### config.mk
export PLATFORM = sky130hd
export DESIGN_NAME = alu_seq_ctrl_flat
export DESIGN_NICKNAME = d
export VERILOG_FILES = /design/src/rtl/alu_seq_pkg.sv /design/src/rtl/alu_seq_if.sv /design/src/rtl/alu_8bit.sv /design/src/rtl/alu_seq_ctrl_edge_sync.sv /design/src/rtl/alu_seq_ctrl.sv /design/src/flat_wrapper.sv
export SDC_FILE = /design/constraint.sdc
export NUM_CORES = 1
export LEC_CHECK = 0
export ABC_CLOCK_PERIOD_IN_PS = 1900
export BUFFER_PORTS_ARGS = -buffer_cell sky130_fd_sc_hd__buf_2
export CAP_MARGIN = 25
export CORE_MARGIN = 2
export CORE_UTILIZATION = 53
export DETAILED_ROUTE_END_ITERATION = 8
export PLACE_DENSITY = 0.77
export SETUP_SLACK_MARGIN = 0.5
export SYNTH_ARGS = -nofsm -noshare
export SYNTH_HDL_FRONTEND = slang
export SYNTH_SLANG_ARGS = --single-unit
### constraint.sdc
create_clock -name clk -period 1.9 [get_ports clk]
set_input_delay 0.19 -clock clk [delete_from_list [all_inputs] [get_ports clk]]
set_output_delay 0.19 -clock clk [all_outputs]
set_load 0.05 [all_outputs]
### src/rtl/alu_seq_pkg.sv
// Shared constants and types for the byte-serial ALU sequencer tile.
package alu_seq_pkg;

  typedef enum logic [2:0] {
    IDLE   = 3'd0,
    GET_A  = 3'd1,
    GET_B  = 3'd2,
    EXEC   = 3'd3,
    RESULT = 3'd4
  } seq_state_t;

  localparam int STB_BIT   = 0;
  localparam int ACK_BIT   = 1;
  localparam int VALID_BIT = 4;
  localparam int BUSY_BIT  = 5;
  localparam int COUT_BIT  = 6;
  localparam int ERR_BIT   = 7;

  localparam int          SEL_W       = 3;
  localparam logic [7:0]  UIO_OE_MASK = 8'hF0;

endpackage

### src/rtl/alu_seq_if.sv
// Tile pin bundle: host drives ena/ui_in/uio_in, the sequencer drives the outputs.
interface alu_seq_if;
  logic       ena;
  logic [7:0] ui_in;
  logic [7:0] uio_in;
  logic [7:0] uo_out;
  logic [7:0] uio_out;
  logic [7:0] uio_oe;

  modport master (output ena, ui_in, uio_in, input uo_out, uio_out, uio_oe);
  modport slave  (input ena, ui_in, uio_in, output uo_out, uio_out, uio_oe);
endinterface

### src/rtl/alu_8bit.sv
// Combinational 8-bit ALU: 8+8 -> 8-bit result with a separate carry/flag bit.
module alu_8bit (
  input  logic [7:0] A,
  input  logic [7:0] B,
  input  logic [2:0] sel,
  output logic [7:0] Result,
  output logic       Cout
);
  always_comb begin
    // NOTE: every output gets a default first so no path through the case infers a latch.
    Result = 8'h00;
    Cout   = 1'b0;
    case (sel)
      3'b000: {Cout, Result} = {1'b0, A} + {1'b0, B};
      // Cout is the carry of A + ~B + 1, i.e. 1 when no borrow occurs.
      3'b001: {Cout, Result} = {1'b0, A} + {1'b0, ~B} + 9'd1;
      3'b010: Result = A & B;
      3'b011: Result = A | B;
      3'b100: Result = A ^ B;
      3'b101: {Cout, Result} = {A, 1'b0};
      3'b110: {Result, Cout} = {1'b0, A};
      3'b111: {Cout, Result} = {1'b0, A} + 9'd1;
      default: ;
    endcase
  end
endmodule

### src/rtl/alu_seq_ctrl_edge_sync.sv
// Two-flop synchronizer with rising-edge pulse; a level already high out of reset is not a rise.
module edge_sync (
  input  logic clk,
  input  logic rst_n,
  input  logic din,
  output logic rise
);
  logic s1, s2, s3;
  logic settled, armed;

  // NOTE: state flops use non-blocking assignments so every flop samples pre-edge values.
  always_ff @(posedge clk or negedge rst_n) begin
    if (!rst_n) begin
      s1      <= 1'b0;
      s2      <= 1'b0;
      s3      <= 1'b0;
      settled <= 1'b0;
      armed   <= 1'b0;
    end else begin
      s1      <= din;
      s2      <= s1;
      s3      <= s2;
      settled <= 1'b1;
      // Arm only once a real post-reset sample of the pin has been seen low.
      if (settled && !s1) armed <= 1'b1;
    end
  end

  assign rise = s2 & ~s3 & armed;
endmodule

### src/rtl/alu_seq_ctrl.sv
// Byte-serial opcode/A/B sequencer around alu_8bit with a registered result and valid/ack handshake.
module alu_seq_ctrl
  import alu_seq_pkg::*;
(
  input logic      clk,
  input logic      rst_n,
  alu_seq_if.slave bus
);
  logic stb_rise_raw, ack_rise_raw;
  logic stb_rise, ack_rise;
  logic unused_uio_bits;

  edge_sync u_stb_sync (
    .clk   (clk),
    .rst_n (rst_n),
    .din   (bus.uio_in[STB_BIT]),
    .rise  (stb_rise_raw)
  );

  edge_sync u_ack_sync (
    .clk   (clk),
    .rst_n (rst_n),
    .din   (bus.uio_in[ACK_BIT]),
    .rise  (ack_rise_raw)
  );

  // Synchronizers keep tracking while disabled; only the decoded edges are gated.
  assign stb_rise        = stb_rise_raw & bus.ena;
  assign ack_rise        = ack_rise_raw & bus.ena;
  assign unused_uio_bits = ^bus.uio_in[7:2];

  seq_state_t       state, state_next;
  logic             load_sel, load_a, load_b, do_exec;
  logic             set_err, clr_err, clr_valid;
  logic [SEL_W-1:0] sel;
  logic [7:0]       a_reg, b_reg, result_reg;
  logic             cout_reg, out_valid, err;
  logic [7:0]       alu_result;
  logic             alu_cout;

  always_ff @(posedge clk or negedge rst_n) begin
    if (!rst_n) state <= IDLE;
    else        state <= state_next;
  end

  always_comb begin
    state_next = state;
    load_sel   = 1'b0;
    load_a     = 1'b0;
    load_b     = 1'b0;
    do_exec    = 1'b0;
    set_err    = 1'b0;
    clr_err    = 1'b0;
    clr_valid  = 1'b0;
    case (state)
      IDLE: begin
        if (stb_rise) begin
          if (bus.ui_in[7:SEL_W] != '0) begin
            set_err = 1'b1;
          end else begin
            load_sel   = 1'b1;
            clr_err    = 1'b1;
            state_next = GET_A;
          end
        end
      end
      GET_A: begin
        if (ack_rise)      state_next = IDLE;
        else if (stb_rise) begin
          load_a     = 1'b1;
          state_next = GET_B;
        end
      end
      GET_B: begin
        if (ack_rise)      state_next = IDLE;
        else if (stb_rise) begin
          load_b     = 1'b1;
          state_next = EXEC;
        end
      end
      EXEC: begin
        do_exec    = 1'b1;
        state_next = RESULT;
      end
      RESULT: begin
        if (stb_rise) set_err = 1'b1;
        if (ack_rise) begin
          clr_valid  = 1'b1;
          state_next = IDLE;
        end
      end
      default: state_next = IDLE;
    endcase
  end

  alu_8bit u_alu (
    .A      (a_reg),
    .B      (b_reg),
    .sel    (sel),
    .Result (alu_result),
    .Cout   (alu_cout)
  );

  // NOTE: operand and result registers are reset too, so a reset fully clears the visible tile state.
  always_ff @(posedge clk or negedge rst_n) begin
    if (!rst_n) begin
      sel        <= '0;
      a_reg      <= '0;
      b_reg      <= '0;
      result_reg <= '0;
      cout_reg   <= 1'b0;
      out_valid  <= 1'b0;
      err        <= 1'b0;
    end else begin
      if (load_sel) sel   <= bus.ui_in[SEL_W-1:0];
      if (load_a)   a_reg <= bus.ui_in;
      if (load_b)   b_reg <= bus.ui_in;
      if (do_exec) begin
        result_reg <= alu_result;
        cout_reg   <= alu_cout;
      end
      if (do_exec)        out_valid <= 1'b1;
      else if (clr_valid) out_valid <= 1'b0;
      if (set_err)        err <= 1'b1;
      else if (clr_err)   err <= 1'b0;
    end
  end

  always_comb begin
    bus.uio_out            = '0;
    bus.uio_out[VALID_BIT] = out_valid;
    bus.uio_out[BUSY_BIT]  = (state != IDLE);
    bus.uio_out[COUT_BIT]  = cout_reg;
    bus.uio_out[ERR_BIT]   = err;
  end

  assign bus.uo_out = result_reg;
  assign bus.uio_oe = UIO_OE_MASK;
endmodule

### src/flat_wrapper.sv
// flat-port wrapper written by rule: the top's interface ports become plain ports
module alu_seq_ctrl_flat import alu_seq_pkg::*;
  (clk, rst_n, bus_ena, bus_ui_in, bus_uio_in, bus_uo_out, bus_uio_out, bus_uio_oe);
  alu_seq_if bus_i ();
  input logic clk;
  input logic rst_n;
  input wire logic [$bits(bus_i.ena)-1:0] bus_ena;
  input wire logic [$bits(bus_i.ui_in)-1:0] bus_ui_in;
  input wire logic [$bits(bus_i.uio_in)-1:0] bus_uio_in;
  output wire logic [$bits(bus_i.uo_out)-1:0] bus_uo_out;
  output wire logic [$bits(bus_i.uio_out)-1:0] bus_uio_out;
  output wire logic [$bits(bus_i.uio_oe)-1:0] bus_uio_oe;
  assign bus_i.ena = bus_ena;
  assign bus_i.ui_in = bus_ui_in;
  assign bus_i.uio_in = bus_uio_in;
  assign bus_uo_out = bus_i.uo_out;
  assign bus_uio_out = bus_i.uio_out;
  assign bus_uio_oe = bus_i.uio_oe;
  alu_seq_ctrl u_core (.clk(clk), .rst_n(rst_n), .bus(bus_i));
endmodule
# Yosys cells after proc, flatten, opt, wreduce, memory -nomap -nowiden
# Cells that the tools add are included.
dict set report word_totals {
  regBits 42
  in_bits 19
  output_inout_bits 24
  word_cells 87
}
dict set report op_classes {
  addsub 4
  eq_ne 16
  muxes 27
  bitwise_logic 12
  reduce_logical 11
}
# cell count
set op_table {}
lappend op_table {{$pmux W8 S8} 1}
lappend op_table {{$mux W3} 7}
lappend op_table {{$add A8 B8 Y9} 2}
lappend op_table {{$mux W1} 16}
lappend op_table {{$eq A3 B3 Y1 const B} 5}
lappend op_table {{$pmux W3 S5} 1}
lappend op_table {{$eq A3 B2 Y1 const B} 4}
lappend op_table {{$add A8 B1 Y9 const B} 1}
lappend op_table {{$add A9 B1 Y9 const B} 1}
lappend op_table {{$and A8 B8 Y8} 1}
lappend op_table {{$not A8 Y8} 1}
lappend op_table {{$or A8 B8 Y8} 1}
lappend op_table {{$xor A8 B8 Y8} 1}
lappend op_table {{$and A1 B1 Y1} 6}
lappend op_table {{$eq A3 B1 Y1 const B} 2}
lappend op_table {{$logic_not A3 Y1} 2}
lappend op_table {{$ne A3 B1 Y1 const B} 2}
lappend op_table {{$pmux W1 S5} 1}
lappend op_table {{$reduce_and A5 Y1} 1}
lappend op_table {{$reduce_bool A5 Y1} 1}
lappend op_table {{$ne A2 B1 Y1 const B} 2}
lappend op_table {{$reduce_bool A2 Y1} 2}
lappend op_table {{$reduce_bool A3 Y1} 1}
lappend op_table {{$logic_and A1 B1 Y1} 2}
lappend op_table {{other kinds (4)} 6}

# Longest topological paths before layout
dict set report logic_depth {
  depth_word 8
  mapped_depth 9
  ltp_nobuf 9
}

# Modules after synthesis
# From an unflattened synthesis, not the netlist that was laid out.
dict set report unflattened {
  cells_unflattened 322
  area_unflattened_um2 3158.0
}
# mod instances cells_each area_each_um2 seq_area_each_um2
set by_module_without_submodules {}
lappend by_module_without_submodules {alu_seq_ctrl 1 105 1445.1 825.8}
lappend by_module_without_submodules {alu_8bit 1 199 1415.1 0.0}
lappend by_module_without_submodules {edge_sync 2 9 148.9 125.1}

# Worst setup path before layout
# OpenSTA, ideal clock, no wires.
dict set report synth_timing {
  path_type {flip-flop to flip-flop}
  startpoint {register u_core.a_reg[0]}
  endpoint {register u_core.result_reg[6] (netlist: u_core.bus.uo_out[6])}
  setup_time_ps 86
  arrival_time_ps 1990
  required_ps 1814
  setup_slack_ps -176
  path_stages_with_launch 10
  path_buffers 0
  period_less_slack_ps 2076
  cell_sequence {dfrtp_1 -> inv_1 -> ha_1 -> fa_1 -> o21bai_1 -> a21oi_1 -> nor2_1 -> mux2i_1 -> o221a_2 -> nor3_1}
}
dict set report synth_via {
  elab_chain_cells 3
  elab_cells_between_ends 5
  classes_between {add/sub (4); mux (1)}
}
# item line
set synth_rtl {}
lappend synth_rtl {{from (decl)} alu_seq_ctrl.sv:36} ;# logic [7:0] a_reg, b_reg, result_reg;
lappend synth_rtl {{from (signal assigned)} alu_seq_ctrl.sv:116} ;# if (load_a) a_reg <= bus.ui_in;
lappend synth_rtl {{$add A8 B8 Y9} alu_8bit.sv:16} ;# 3'b001: {Cout, Result} = {1'b0, A} + {1'b0, ~B} + 9'd1;
lappend synth_rtl {{$add A9 B1 Y9} alu_8bit.sv:16}
lappend synth_rtl {{$pmux W8 S8 *} alu_8bit.sv:13} ;# case (sel)
lappend synth_rtl {{to (signal assigned)} alu_seq_ctrl.sv:119} ;# result_reg <= alu_result;
lappend synth_rtl {{to (decl)} alu_seq_ctrl.sv:36}
# Mark *: on every way between the ends. The rest lies on a longest branch, timed or not.
# A chain may end at the register's enable or synchronous reset.

# Final worst setup path
dict set report layout_timing {
  startpoint {register u_core.a_reg[0]}
  endpoint {register u_core.result_reg[4] (netlist: u_core.bus.uo_out[4])}
}
# Same word-level chain as after synthesis.

==> key figures <==
Final layout
  – Diodes inserted: 0
  – Storage cell area: 0.00106 mm2
  – Share of cells above drive strength 1: 0.420
  – Filler Cell Count: slightly above 400
  – Final cell count without fillers: 530
  – Final nets: 500
  – Area occupied by multi-input gates: 0.00222 mm2
  – Area growth syn-to-layout: 35.0%

CTS
  – Clock Path Buffers: 2
  – Total CTS buffers: 5
  – CTS tree: built
  – Root Buffer: clkbuf_8
  – Worst-skew pair later-pin latency: 0.30 ns
  – Num Clock Sinks: 42
  – CTS clk-pin slew, worst paths: 0.09 ns
  – H-tree Lvls: 2

Global routing
  – Gr ovfl total: 0
  – First-pass GRT wire length: 13700 um
  – Initial antenna violation count: 0
  – Total GRT Usage: 0.273
  – Vias in the first global route: about 2900
  – Pin count of the biggest net entering global routing: 30

Hold path
  – Hold/Removal Path Class: input pin to flop

Setup path
  – R2R Path End: u_core.bus.uo_out[4]
  – Buf/Inv on CP: 1
  – Crit-path max FO: 3
  – Cell count along the critical path: 9
  – Element type at the critical path end: flop
  – Worst setup SP type: flop
  – CP startpoint: u_core.a_reg[0]
  – Slowest CP cell: dfrtp_2
  – Critical path class: flop to flop
  – CP delay by family, top: compound AO/OA/AOI/OAI gates
  – Reg2reg setup slack: -0.07 ns
  – R2r worst-path depth: 9
  – Arrival @ worst endpoint: 2.17 ns
  – Crit path to: u_core.bus.uo_out[4]
  – Peak per-stage delay on the critical path: around 0.43 ns
  – Reg2reg start: u_core.a_reg[0]
  – CP Cell Sequence: inv_4, ha_4, fa_2, o21bai_4, a211oi_1, o21bai_1, xor2_1, a21oi_1, o21ai_0
  – Critical Path RT: 2.09 ns

Power and ir drop
  – Flop pwr share: 0.290
  – Sw Pwr: between 1 and 1.5 mW
  – Net Sw Frac: 0.394
  – Total power: 3.56 mW
  – Combinational Power Share: 0.529
  – PwrDens: about 830 mW/mm2
  – P_leak: just under 2 nW
  – Peak VDD IR: 0.562 mV
  – Clock share of power: 0.181
  – P_int: roughly 2.2 mW

Synthesis
  – Area leader, netlist: dfrtp_1
  – Synth unique cells: 62
  – Avg Inst Size Synth: about 8.5 um2
  – Area contributors post-synth: dfrtp_1, ha_1, nand2_1, o21ai_0, buf_4
  – Cells after Synth: 375
  – Yosys reg bits: 42
  – Mapped Area: 0.00319 mm2
  – Asr flop ratio synth: 1.00
  – Top cell type's share of synthesized area: 0.329
  – Number of synthesized flops with an enable pin: 0
  – Seq/Total Area, Yosys: 0.329
  – Yosys warns: 0
  – Most used DFF post-synth: dfrtp_1

Die
  – Core area: between 0.005 and 0.006 mm2
  – Die X: between 80 and 90 um
  – Die area: about 0.0067 mm2
  – Row count: 28
  – Starting Density: 0.543
  – Die H: 81.6 um
  – I/O pin count: between 40 and 50

Route
  – 1st-iter DRT viols: 337
  – Remaining DRCs: 0
  – DRT Pass-1 Iters: 5
  – Detailed-route vias per instance: about 5.8
  – WL final: around 9500 um
  – Routed via count: 3083
  – Wirelength per Cell: 17.9 um
  – DRT antenna net count: 0

STA
  – Fin worst setup slack: -0.0742 ns
  – Setup Viol. Count Final: 4
  – Slew Viols, Final: 0
  – Period utilization: 1.04
  – Worst slew pin tran: 0.667 ns
  – Slew headroom: 0.555
  – RSZ-0062 raised after global routing: true
  – Worst Skew: 0.00920 ns
  – Min Tclk post-route: 1.97 ns
  – Final hold vios: 0
  – Setup Total Neg Slack: -0.199 ns
  – Fmax: 0.507 GHz

Place
  – Placer Congestion: roughly 0.96
  – Post-DP HPWL: 6150 um
  – Dpl cells: 501
  – # port buffers: 24

Status
  – Status: finished, violations left
  – Violated checks: setup timing

Job
  – Max cap viols: 0
## worst register-to-register path, stage by stage, from the launching register on
cell      delay [ns]
dfrtp_2         0.43
inv_4           0.05
ha_4            0.16
fa_2            0.37
o21bai_4        0.18
a211oi_1        0.09
o21bai_1        0.17
xor2_1          0.16
a21oi_1         0.16
o21ai_0         0.08
## cell usage after synthesis, types with 3 or more instances
library cell	number
dfrtp_1	42
nand2_1	40
o21ai_0	30
nor2_1	26
ha_1	25
inv_1	24
a21oi_1	21
buf_4	16
clkbuf_1	9
nor2b_1	9
nor3_1	9
nand3_1	8
buf_2	7
a211oi_1	6
mux2i_1	6
nand2b_1	6
xnor2_1	6
xor2_1	6
o21bai_1	5
o22ai_1	5
or3_1	4
a21o_1	3
and3_1	3
mux2_2	3
nor4_1	3
o31ai_1	3
## area by class of cell
type	instances	area share
Sequential cell	42	0.246
Clock buffer	6	0.0192
Multi-Input combinational cell	284	0.515
Timing Repair Buffer	95	0.170
Clock inverter	2	0.00377
Inverter	26	0.0244
Tap cell	75	0.0218
## power groups by stage
stage               registers (mW)  logic, mW  clock network [mW]
floorplan                     1.06       1.07                   0
finish                        1.03       1.88               0.646
global route                  1.04       2.02               0.685
CTS                           1.02       1.66               0.651
global placement              1.04       1.52                   0
detailed placement            1.04       1.56                   0
## routing by layer
layer | vias to the layer above | routed length (um) | global-route usage
met2 | 162 | 4750 | 0.475
li1 | 1438 | - | -
met3 | 37 | 677 | 0.0527
met5 | - | 0 | 0
met1 | 1446 | 3790 | 0.340
met4 | 0 | 280 | 0.0917
## placed cells by master, fill, tap and decap left out, types with 6 or more instances in the layout
master,Yosys,layout
buf_4,16,58
dfrtp_1,42,35
nand2_1,40,26
nor2_1,26,24
buf_2,7,23
inv_1,24,16
a21oi_1,21,14
o21ai_1,1,13
conb_1,2,13
ha_1,25,12
nand2_2,1,11
o21ai_0,30,10
o21ai_2,0,8
nand3_1,8,8
buf_6,2,8
inv_2,2,7
nor3_1,9,7
nor2b_1,9,7
a21oi_2,0,7
ha_4,0,7
dfrtp_2,0,7
mux2i_1,6,6
xnor2_1,6,6
xor2_1,6,6
ha_2,0,6
clkbuf_8,0,6
## worst min-delay path by stage
stage	depth (start not counted)	startpoint	to	slack [ns]
3_5_place_dp	1	rst_n	u_core.bus.uo_out[7]	0.26
3_3_place_gp	1	rst_n	u_core.bus.uo_out[7]	0.26
4_1_cts	3	bus_ui_in[7]	u_core.a_reg[7]	0.13
5_1_grt	3	bus_ui_in[0]	u_core.a_reg[0]	0.14
2_1_floorplan	0	rst_n	u_core.a_reg[0]	-0.11
6_report	3	bus_ui_in[0]	u_core.b_reg[0]	0.14
## per-stage QoR
step | instance area (um2) | hold slack (ns) | utilization | setup WS (ns)
global placement | 3690 | 0.258 | 0.627 | -0.140
CTS | 4020 | 0.127 | 0.683 | -0.111
global route | 4310 | 0.145 | 0.733 | -0.158
floorplan | 3330 | -0.106 | - | -0.0670
finish | 4310 | 0.137 | 0.733 | -0.0742
detailed placement | 3690 | 0.256 | 0.627 | -0.171
## what timing repair did
action                                  4_1_cts  5_1_grt
hold buffers                                  3        0
endpoints found under the hold margin        30        0
gates resized for setup                      41       64
pin swaps                                    17       28
buffers inserted                              7        9
gates cloned                                  1        1
endpoints found under the setup margin       30       30
## cells by family (layout without fill, tap and decap cells)
kind of cell | count (synthesis) | in the layout | share of synthesized area
simple gates | 125 | 126 | 0.197
compound gates | 95 | 95 | 0.187
buf+inv | 61 | 129 | 0.0979
flops | 42 | 42 | 0.329
fa+ha+maj | 27 | 27 | 0.110
xor+xnor | 12 | 12 | 0.0329
mux | 11 | 11 | 0.0435
other cells | 2 | 13 | 0.00235
No activity file was read; power rests on OpenSTA's default activity.
